===== src/rtl/bcd_pkg.sv =====
// Shared BCD types, digit limits and the load-value clamp used by the BCD up/down counter.
package bcd_pkg;

    typedef logic [3:0] bcd_t;

    localparam bcd_t BCD_MAX = 4'd9;
    localparam bcd_t BCD_MIN = 4'd0;

    function automatic bcd_t bcd_sat(input bcd_t x);
        return (x > BCD_MAX) ? BCD_MAX : x;
    endfunction

endpackage


===== src/rtl/bcd_digit.sv =====
// One BCD digit of the counter chain: combinational next value plus carry/borrow out.
module bcd_digit
    import bcd_pkg::*;
(
    input  bcd_t value_i,
    input  logic step_i,
    input  logic up_i,
    input  logic cin_i,
    output bcd_t next_o,
    output logic cout_o
);

    // Next digit value; cin_i means "carry in" when counting up, "borrow in" when counting down
    always_comb begin
        next_o = value_i;
        cout_o = 1'b0;
        if (step_i && cin_i) begin
            if (up_i) begin
                if (value_i >= BCD_MAX) begin
                    next_o = BCD_MIN;
                    cout_o = 1'b1;
                end else begin
                    next_o = value_i + 4'd1;
                    cout_o = 1'b0;
                end
            end else begin
                if (value_i == BCD_MIN) begin
                    next_o = BCD_MAX;
                    cout_o = 1'b1;
                end else begin
                    next_o = value_i - 4'd1;
                    cout_o = 1'b0;
                end
            end
        end else begin
            next_o = value_i;
            cout_o = 1'b0;
        end
    end

endmodule


===== src/rtl/bcd_updown_counter.sv =====
// Multi-digit BCD up/down counter with prescaler, clear, load, tick and wrap pulses.
// Optional macro BCD_SATURATE_EN: hold at all-9 / all-0 instead of wrapping.
module bcd_updown_counter
    import bcd_pkg::*;
#(
    parameter int N_DIGITS = 4,
    parameter int TICK_DIV = 10000000
) (
    input  logic                  i_clk,
    input  logic                  i_rst_n,
    input  logic                  i_en,
    input  logic                  i_up,
    input  logic                  i_clear,
    input  logic                  i_load,
    input  logic [4*N_DIGITS-1:0] i_load_val,
    output logic [4*N_DIGITS-1:0] o_digits,
    output logic                  o_tick,
    output logic                  o_wrap
);

    localparam int PW = (TICK_DIV > 1) ? $clog2(TICK_DIV) : 1;
    localparam logic [PW-1:0] PRE_LAST = PW'(TICK_DIV - 1);

    logic [PW-1:0]         pre_q, pre_d;
    logic [4*N_DIGITS-1:0] digits_q, digits_d;
    logic [4*N_DIGITS-1:0] chain_s, load_s;
    logic                  tick_q, tick_d, wrap_q, wrap_d;
    logic                  step_s, top_carry_s;

    assign step_s = i_en & (pre_q == PRE_LAST);

    for (genvar k = 0; k < N_DIGITS; k++) begin : g_digit
        logic cin_s, cout_s;
        if (k == 0) begin : g_lsd
            assign cin_s = 1'b1;
        end else begin : g_chain
            assign cin_s = g_digit[k-1].cout_s;
        end
        bcd_digit u_digit (
            .value_i (digits_q[4*k +: 4]),
            .step_i  (step_s),
            .up_i    (i_up),
            .cin_i   (cin_s),
            .next_o  (chain_s[4*k +: 4]),
            .cout_o  (cout_s)
        );
        assign load_s[4*k +: 4] = bcd_sat(i_load_val[4*k +: 4]);
    end

    assign top_carry_s = g_digit[N_DIGITS-1].cout_s;

    // Next-state selection: clear beats load beats a counting step
    always_comb begin
        digits_d = digits_q;
        pre_d    = pre_q;
        tick_d   = 1'b0;
        wrap_d   = 1'b0;
        if (i_clear) begin
            digits_d = {(4*N_DIGITS){1'b0}};
            pre_d    = {PW{1'b0}};
        end else if (i_load) begin
            digits_d = load_s;
            pre_d    = {PW{1'b0}};
        end else if (i_en) begin
            pre_d = (pre_q == PRE_LAST) ? {PW{1'b0}} : pre_q + PW'(1);
            if (step_s) begin
                tick_d = 1'b1;
                wrap_d = top_carry_s;
`ifdef BCD_SATURATE_EN
                digits_d = top_carry_s ? digits_q : chain_s;
`else
                digits_d = chain_s;
`endif
            end else begin
                digits_d = digits_q;
            end
        end else begin
            digits_d = digits_q;
            pre_d    = pre_q;
        end
    end

    // State and output pulse registers
    always_ff @(posedge i_clk or negedge i_rst_n) begin
        if (!i_rst_n) begin
            pre_q    <= {PW{1'b0}};
            digits_q <= {(4*N_DIGITS){1'b0}};
            tick_q   <= 1'b0;
            wrap_q   <= 1'b0;
        end else begin
            pre_q    <= pre_d;
            digits_q <= digits_d;
            tick_q   <= tick_d;
            wrap_q   <= wrap_d;
        end
    end

    assign o_digits = digits_q;
    assign o_tick   = tick_q;
    assign o_wrap   = wrap_q;

endmodule

===== config.mk =====
export PLATFORM = sky130hd
export DESIGN_NAME = bcd_updown_counter
export DESIGN_NICKNAME = d
export VERILOG_FILES = /design/src/rtl/bcd_pkg.sv /design/src/rtl/bcd_digit.sv /design/src/rtl/bcd_updown_counter.sv
export SDC_FILE = /design/constraint.sdc
export NUM_CORES = 1
export LEC_CHECK = 0
export CORE_ASPECT_RATIO = 0.9
export CORE_UTILIZATION = 50
export CTS_CLUSTER_SIZE = 24
export DETAILED_ROUTE_END_ITERATION = 12
export DONT_BUFFER_PORTS = 1
export HOLD_SLACK_MARGIN = 0.05
export PLACE_DENSITY_LB_ADDON = 0.08
export SLEW_MARGIN = 15
export SYNTH_ARGS = -nofsm -noshare
export SYNTH_HDL_FRONTEND = slang
export SYNTH_HIERARCHICAL = 1
export SYNTH_SLANG_ARGS = --single-unit

===== constraint.sdc =====
create_clock -name i_clk -period 4.27 [get_ports i_clk]
set_input_delay 0.854 -clock i_clk [delete_from_list [all_inputs] [get_ports i_clk]]
set_output_delay 0.854 -clock i_clk [all_outputs]
set_load 0.05 [all_outputs]

; Word-level counts from Yosys, hierarchy flattened
; Index checks and enable logic that the tools add are counted.
[totals]
output_inout_bits = 18
word_cells = 93
regBits = 42
input_bits = 22
[op_classes]
muxes = 51
addsub = 9
n_eq_ne = 1
order_cmp = 8
n_bitwise = 1
n_reduce_logical = 16
[ops]
columns = operator, n
row1 = two-way mux 24 bit, 4
row2 = two-way mux 4 bit, 19
row3 = two-way mux 16 bit, 4
row4 = "adder 24 x 1 -> 24 bit, second input constant", 1
row5 = "== test 24 bit, second input constant", 1
row6 = two-way mux 1 bit, 24
row7 = "adder 4 x 1 -> 4 bit, second input constant", 4
row8 = "greater-or-equal comparator 4 bit, second input constant", 4
row9 = "greater-than comparator 4 bit, second input constant", 4
row10 = zero test 4 bit, 4
row11 = "subtractor 4 x 1 -> 4 bit, second input constant", 4
row12 = nonzero test 3 bit, 5
row13 = AND reduction 3 bit, 3
row14 = logical AND 1 bit, 3
row15 = AND reduction 2 bit, 1
row16 = bitwise AND 1 bit, 1

; Depth between registers and ports, before layout
; Gate-level depths: netlist (run 1).
[logic_depth]
depth_word = 14
depth_mapped = 18
mapped_depth_nobuf = 17

; Modules after synthesis
; The synthesis (run 1) kept the hierarchy.
[by_module_without_submodules]
columns = module, instances, cells_each, seq_area_each_um2, area_per_inst_um2
row1 = bcd_updown_counter, 1, 280, 1051.0, 2531.2
row2 = bcd_digit, 4, 33, 0.0, 239.0

; Least setup slack after synthesis (run 1)
; No wires, ideal clock.
[synth_timing]
path_kind = input to register
from = input i_en
to = register digits_q[15] (netlist: o_digits[15])
setup_time_ps = 146
arrival_time_ps = 3587
setup_slack_ps = 536
cell_stages = 16
path_buffers = 2
required_ps = 4124
path_cell_list = buf_4 > clkbuf_1 > and4_1 > nand2_1 > nor3_1 > nand2_1 > nor3_1 > nand2_1 > nor3_1 > nand2_1 > a31o_2 > a21o_1 > o22a_1 > and3_1 > a31oi_1 > a221oi_1
[synth_between]
elab_chain_cells = 9
elab_cells_between_ends = 11
classes_between = 3 x mux / 1 x bitwise / 7 x reduce/logical
[synth_lines]
columns = item, line_no
row1 = from (decl), bcd_updown_counter.sv:11  ; input logic i_en,
row2 = bitwise AND 1 bit, bcd_updown_counter.sv:30  ; assign step_s = i_en & (pre_q == PRE_LAST);
row3 = net step_s, bcd_updown_counter.sv:28  ; logic step_s, top_carry_s;
row4 = two-way mux 1 bit, bcd_digit.sv:17  ; if (step_i && cin_i) begin
row5 = net g_digit[0].cout_s, bcd_updown_counter.sv:33  ; logic cin_s, cout_s;
row6 = logical AND 1 bit, bcd_digit.sv:17
row7 = two-way mux 1 bit, bcd_digit.sv:17
row8 = net g_digit[1].cout_s, bcd_updown_counter.sv:33
row9 = logical AND 1 bit, bcd_digit.sv:17
row10 = two-way mux 1 bit, bcd_digit.sv:17
row11 = net g_digit[2].cout_s, bcd_updown_counter.sv:33
row12 = logical AND 1 bit, bcd_digit.sv:17
row13 = nonzero test 3 bit (no line), --
row14 = AND reduction 3 bit (no line), --
row15 = to (signal assigned), bcd_updown_counter.sv:87  ; digits_q <= {(4*N_DIGITS){1'b0}};
row16 = to (signal assigned), bcd_updown_counter.sv:92  ; digits_q <= digits_d;
row17 = to (decl), bcd_updown_counter.sv:25  ; logic [4*N_DIGITS-1:0] digits_q, digits_d;
; The timed path passes the listed nets, and every way through them passes these cells.
; A chain may end at the register's enable or synchronous reset.

; Final worst setup path (run 1)
[layout_timing]
from = register pre_q[0]
to = register digits_q[15] (netlist: o_digits[15])
[layout_between]
elab_chain_cells = 10
elab_cells_between_ends = 11
classes_between = 1 x eq/ne / 3 x mux / 1 x bitwise / 6 x reduce/logical
[layout_lines]
columns = item, line_no
row1 = from (decl), bcd_updown_counter.sv:24  ; logic [PW-1:0] pre_q, pre_d;
row2 = from (signal assigned), bcd_updown_counter.sv:86  ; pre_q <= {PW{1'b0}};
row3 = from (signal assigned), bcd_updown_counter.sv:91  ; pre_q <= pre_d;
row4 = == test 24 bit, bcd_updown_counter.sv:30
row5 = bitwise AND 1 bit, bcd_updown_counter.sv:30
row6 = net step_s, bcd_updown_counter.sv:28
row7 = two-way mux 1 bit, bcd_digit.sv:17
row8 = net g_digit[0].cout_s, bcd_updown_counter.sv:33
row9 = logical AND 1 bit, bcd_digit.sv:17
row10 = two-way mux 1 bit, bcd_digit.sv:17
row11 = net g_digit[1].cout_s, bcd_updown_counter.sv:33
row12 = logical AND 1 bit, bcd_digit.sv:17
row13 = two-way mux 1 bit, bcd_digit.sv:17
row14 = net g_digit[2].cout_s, bcd_updown_counter.sv:33
row15 = logical AND 1 bit, bcd_digit.sv:17
row16 = nonzero test 3 bit (no line), --
row17 = AND reduction 3 bit (no line), --
; The timed path passes the listed nets, and every way through them passes these cells.

==> results of run 1 <==
## logic make-up (layout without fill, tap and decap cells)
| kind of cell | count (synthesis) | after routing | synth area share (%) |
|---|---|---|---|
| DFF | 42 | 42 | 30.1 |
| other | 1 | 2 | 0.108 |
| buffers and inverters | 56 | 48 | 6.85 |
| adders and majority gates | 17 | 17 | 6.10 |
| xor gates and xnor gates | 9 | 9 | 2.26 |
| AOI/OAI and AO/OA | 154 | 154 | 32.4 |
| and+or+nand+nor | 133 | 133 | 22.2 |
## stage by stage
step	total power [W]	instance area (sq um)	cells
global placement	0.000602	3570	487
floorplan	0.000584	3490	413
CTS	0.000929	3680	495
global route	0.000968	3680	495
finish	0.000925	3680	495
detailed placement	0.000603	3570	487
## cell type report
| cell class | count | area (sq um) | share of cell area [%] |
|---|---|---|---|
| inverter | 29 | 109 | 2.96 |
| sequential | 42 | 1050 | 28.5 |
| clock buffer | 6 | 72.6 | 1.97 |
| multi-input combinational | 315 | 2220 | 60.2 |
| clock inverter | 2 | 37.5 | 1.02 |
| timing repair buffer | 11 | 82.6 | 2.24 |
| tap | 90 | 113 | 3.06 |
## sequential cells by signal, indices dropped and copies added, names as in the netlist
| name | count |
|---|---|
| o_wrap | 1 |
| o_digits | 16 |
| pre_q | 24 |
| o_tick | 1 |
## power breakdown
group	switching (W)	total, W	internal, W	leakage, nW
Sequential	0.0000494	0.000456	0.000407	0.572
Combinational	0.0000778	0.000141	0.0000632	0.862
Clock	0.000153	0.000327	0.000175	0.0514
Total	0.000280	0.000925	0.000645	1.49
## per-layer routing
| metal | up-vias | wire, um |
|---|---|---|
| met3 | 4 | 689 |
| met2 | 130 | 4180 |
| met4 | 0 | 34 |
| met1 | 1542 | 4530 |
| li1 | 1546 | - |
| met5 | - | 0 |
## path summary, 6_finish.rpt
path	cells past startpoint	end	slack, ps
max	17	o_digits[15]	510
min	0	o_digits[7]	240
max reg2reg	17	o_digits[15]	510
min reg2reg	2	pre_q[22]	580
max in group asynchronous	0	o_digits[2]	3930
min in group i_clk	2	pre_q[22]	580
## layout by cell type, fill, tap and decap left out, drive strengths merged, types with 2 or more instances in the layout
cell type / count
or3b: 4
ha: 17
nor4b: 2
a31o: 8
buf: 11
o22a: 4
a22o: 8
dfrtp: 42
a21boi: 8
nor2: 26
a311o: 2
conb: 2
a21oi: 25
and3: 22
o21ai: 19
nand3b: 2
and4: 4
a311oi: 6
nand2: 19
or4: 4
nor3: 11
xor2: 2
nand4: 6
xnor2: 7
a211oi: 12
or3: 8
inv: 29
a221o: 4
and3b: 4
a221oi: 4
a31oi: 22
a21o: 8
nand3: 10
and2: 6
clkbuf: 6
o31ai: 20
==> metrics, run 1 <==
Seq cells post-synth=42; CP max FO=7; maximum clock frequency=266 MHz; Ys Warns=6; I/O pin cnt=40; crit path launch=pre_q[0]; CP dominant cell by count=nand2_1; First-pass DRT Iterations=4; full die area=0.00731 sq mm; worst ir drop on vdd=roughly 0.14 mV; P_leak=around 1.5 nW; HP Class=in2async; Routed WL=9.43 mm; worst slack at placement=478 ps; post-cts gate resize count=0; via-per-instance ratio=6.51; Die Width=between 90 and 100 um; Final period util=88.0%; Antenna Cells=0; CTS tree=built; vias in the first global route=between 3000 and 4000; worst r2r src=pre_q[0]; RSZ-0062 raised after global routing=no; mean area per synthesized cell=between 8 and 9 sq um; Remaining DRCs=0; die height=a little over 80 um; final RePlAce weighted congestion=about 0.85; grt met3 use=4.21%; largest net degree at the start of global routing=43; Yosys top cell area share=a little under a third; WP data arrival=3930 ps; outcome=completed; most frequent cells after synthesis=dfrtp_1, inv_1, nor2_1; area delta synth->final=5.60%; clock root buffer master=clkbuf_8; Max stage delay on crit path=450 ps; CP Launch Type=flop; clk_lat worst skew=300 ps; cells along the critical path=ha_1 > and3_2 > and4_1 > and4_1 > nand2_1 > nor3_1 > nand2_1 > nor3_2 > nand2_1 > nor3_1 > nand2_1 > a31o_2 > a21o_1 > o22a_1 > and3_1 > a31oi_1 > a221oi_1; GRT busiest layer=met2; # port buffers=0; fraction of registers with async set/reset=between 90% and 100%; Max stage delay cell, worst path=dfrtp_1; sequential element share of the synthesized area=30.1%; CP bufs+invs=0; Final Util=a little under three fifths; mean routed wirelength per cell=19.1 um; core footprint=0.00666 sq mm; max_cap viols=0; Yosys top cell by area=dfrtp_1; met1 Usage GRT=39.4%; M2 GR Usage=~43%; Post-synth EDFFs=0; Slew @ Worst Pin=822 ps; endpoints failing hold=0; WHS=237 ps; Slew HR=about 45%; clock slew seen by the registers of the worst setup and hold paths=90 ps; detailed placement HPWL=6.07 mm; Synth Instances=around 410; CTS Sinks=42; Setup TNS=0 ps; Crit Path Category=reg2reg; initial antenna violation count=0; Mapped Area=between 0.003 and 0.004 sq mm; Worst Path Required=4440 ps; setup bufs post-CTS=0; most common cell in the netlist=dfrtp_1; FP Rows=28; Pwr per Cell Area=251 mW/mm^2; layout cells sized above 1=~12%; Largest delay share family, worst path=simple AND/OR/NAND/NOR gates; Main synth FF type=dfrtp_1; Initial Util=between 50 and 60%; global route total overflow=0; Total Routing Usage GR=27.1%; Setup Viol. Count Final=0; Slew Limit Fails=0; Setup Skew=just under 9 ps; Nets=443; synth unique cells=57; crit path capture type=flop; setup slack after layout=513 ps; CTS Buf Count=5; min cycle time layout=approximately 3800 ps; via count=3222; fillers=about 620; Clock Path Buffers=2; drt initial violations=273; Post-CTS Hold Buffers=0; first-pass GRT wire length=15.9 mm; H-tree depth=2; Post-DRT Antenna Nets=0; ranking of synthesized cells by area=dfrtp_1, ha_1, o31ai_1
No activity file was read; power rests on OpenSTA's default activity.
==> run 2, diff against run 1 <==
==> constraint.sdc (replaced) <==
create_clock -name i_clk -period 3.8 [get_ports i_clk]
set_input_delay 0.76 -clock i_clk [delete_from_list [all_inputs] [get_ports i_clk]]
set_output_delay 0.76 -clock i_clk [all_outputs]
set_load 0.05 [all_outputs]
==> metrics, run 2 (same netlist as run 1, synthesis figures left out) <==
Setup Viol. Count Final=0; most common cell after layout, fill and taps aside=dfrtp_1; Post-DRT Antenna Nets=0; first-pass GRT wire length=15.5 mm; crit path capture type=flop; detailed placement HPWL=6.08 mm; Crit Path Category=reg2reg; min cycle time layout=3500 ps; grt met3 use=4.12%; CTS Buf Count=5; H-tree depth=2; M2 GR Usage=40.6%; Switching Fraction=32.5%; WHS=132 ps; Clock Power Share=30.8%; setup bufs post-CTS=0; Psw=0.000318 W; CTS Sinks=42; Comb power frac=approximately 18%; sequential power share=51.4%; initial antenna violation count=0; Final period util=between 90% and 100%; worst ir drop on vdd=0.136 mV; final RePlAce weighted congestion=0.911; Antenna Cells=0; maximum clock frequency=285 MHz; layout cells sized above 1=14.4%; P_leak=1.51 nW; Setup Skew=18.4 ps; CTS tree=built; largest net degree at the start of global routing=43; global route total overflow=0; CP max FO=6; clock root buffer master=clkbuf_8; I/O pin cnt=40; CP Launch Type=flop; Slew @ Worst Pin=just over 800 ps; area delta synth->final=6.42%; Routed WL=9.41 mm; via-per-instance ratio=6.61; Final Util=55.8%; Slew Limit Fails=0; WP data arrival=3690 ps; max reg flops=24; full die area=approximately 0.0073 sq mm; vias in the first global route=3003; Clock Path Buffers=2; Die Width=90.0 um; clk_lat worst skew=310 ps; max_cap viols=0; Total Routing Usage GR=between 20% and 30%; setup slack after layout=296 ps; Slew HR=44.7%; First-pass DRT Iterations=5; met1 Usage GRT=39.1%; drt initial violations=between 200 and 300; Remaining DRCs=0; clock slew seen by the registers of the worst setup and hold paths=100 ps; Largest Register=pre_q; via count=3305; die height=81.2 um; outcome=completed; Tot Pwr=0.000980 W; fillers=597; endpoints failing hold=0; Pwr per Cell Area=264 mW/mm^2; # port buffers=0; Worst Path Required=roughly 4000 ps; mean routed wirelength per cell=18.8 um; GRT busiest layer=met2; Internal Power=0.000661 W; FP Rows=28; worst slack at placement=85.6 ps; commonest cells after routing, fill and taps aside=dfrtp_1, inv_1, nor2_1; Nets=448; Initial Util=52.4%; HP Class=in2async; core footprint=0.00666 sq mm; Setup TNS=0 ps
run 2: cell types whose count changed in the layout (fill, tap and decap cells not counted):
cell	change
nor3_2	+2
clkinv_2	+1
nand2_1	-2
nor3_1	-2
buf_4	+5
bufinv_16	-1
clkinvlp_4	-1
clkinv_4	+1
nand2_2	+2
run 2: layout make-up:
type,instances,area (sq um),share of cell area [%]
Multi-Input combinational cell,315,2230,60.1
Sequential cell,42,1050,28.3
Timing Repair Buffer,16,120,3.24
Tap cell,90,113,3.03
Inverter,29,109,2.93
Clock buffer,6,72.6,1.96
Clock inverter,2,13.8,0.371
run 2: worst max-delay path: stages, from the launching register on:
cell      delay, ps
dfrtp_1         420
ha_1            240
and3_2          220
and4_1          190
and4_1          210
nand2_1         130
nor3_2          230
nand2_2         120
nor3_2          230
nand2_2         130
nor3_2          180
nand2_1         140
a31o_2          250
a21o_1          150
o22a_1          150
and3_1          160
a31oi_1         160
a221oi_1        100
run 2: final timing paths:
kind	from	to	slack [ps]	cells past startpoint
setup / recovery	pre_q[1]	o_digits[15]	300	17
hold / removal	i_rst_n	o_digits[8]	130	0
setup reg to reg	pre_q[1]	o_digits[15]	300	17
hold reg to reg	pre_q[23]	pre_q[23]	570	2
max in group asynchronous	i_rst_n	pre_q[4]	3560	0
min in group i_clk	i_clear	o_digits[13]	510	1
run 2: through the flow:
| step | instance area [sq um] | cells |
|---|---|---|
| after floorplan | 3490 | 413 |
| after global placement | 3600 | 492 |
| after detailed placement | 3600 | 492 |
| after CTS | 3690 | 500 |
| after global routing | 3710 | 500 |
| final | 3710 | 500 |
run 2: power by group through the flow:
stage	clock network [W]	registers, W	logic, W
floorplan	0	0.000528	0.000128
CTS	0.000312	0.000503	0.000172
finish	0.000302	0.000504	0.000174
global route	0.000331	0.000506	0.000192
global placement	0	0.000512	0.000169
detailed placement	0	0.000512	0.000171
run 2: per-layer routing:
layer,part of all wire [%],wire [um]
met1,49,4580
met2,43,4010
met3,7.4,701
met4,1.3,125
met5,0,0
run 2: repair_timing:
| action | in CTS | in global routing |
|---|---|---|
| endpoints found under the setup margin | 0 | 4 |
| hold buffers | 0 | 0 |
| gates resized for setup | 0 | 5 |
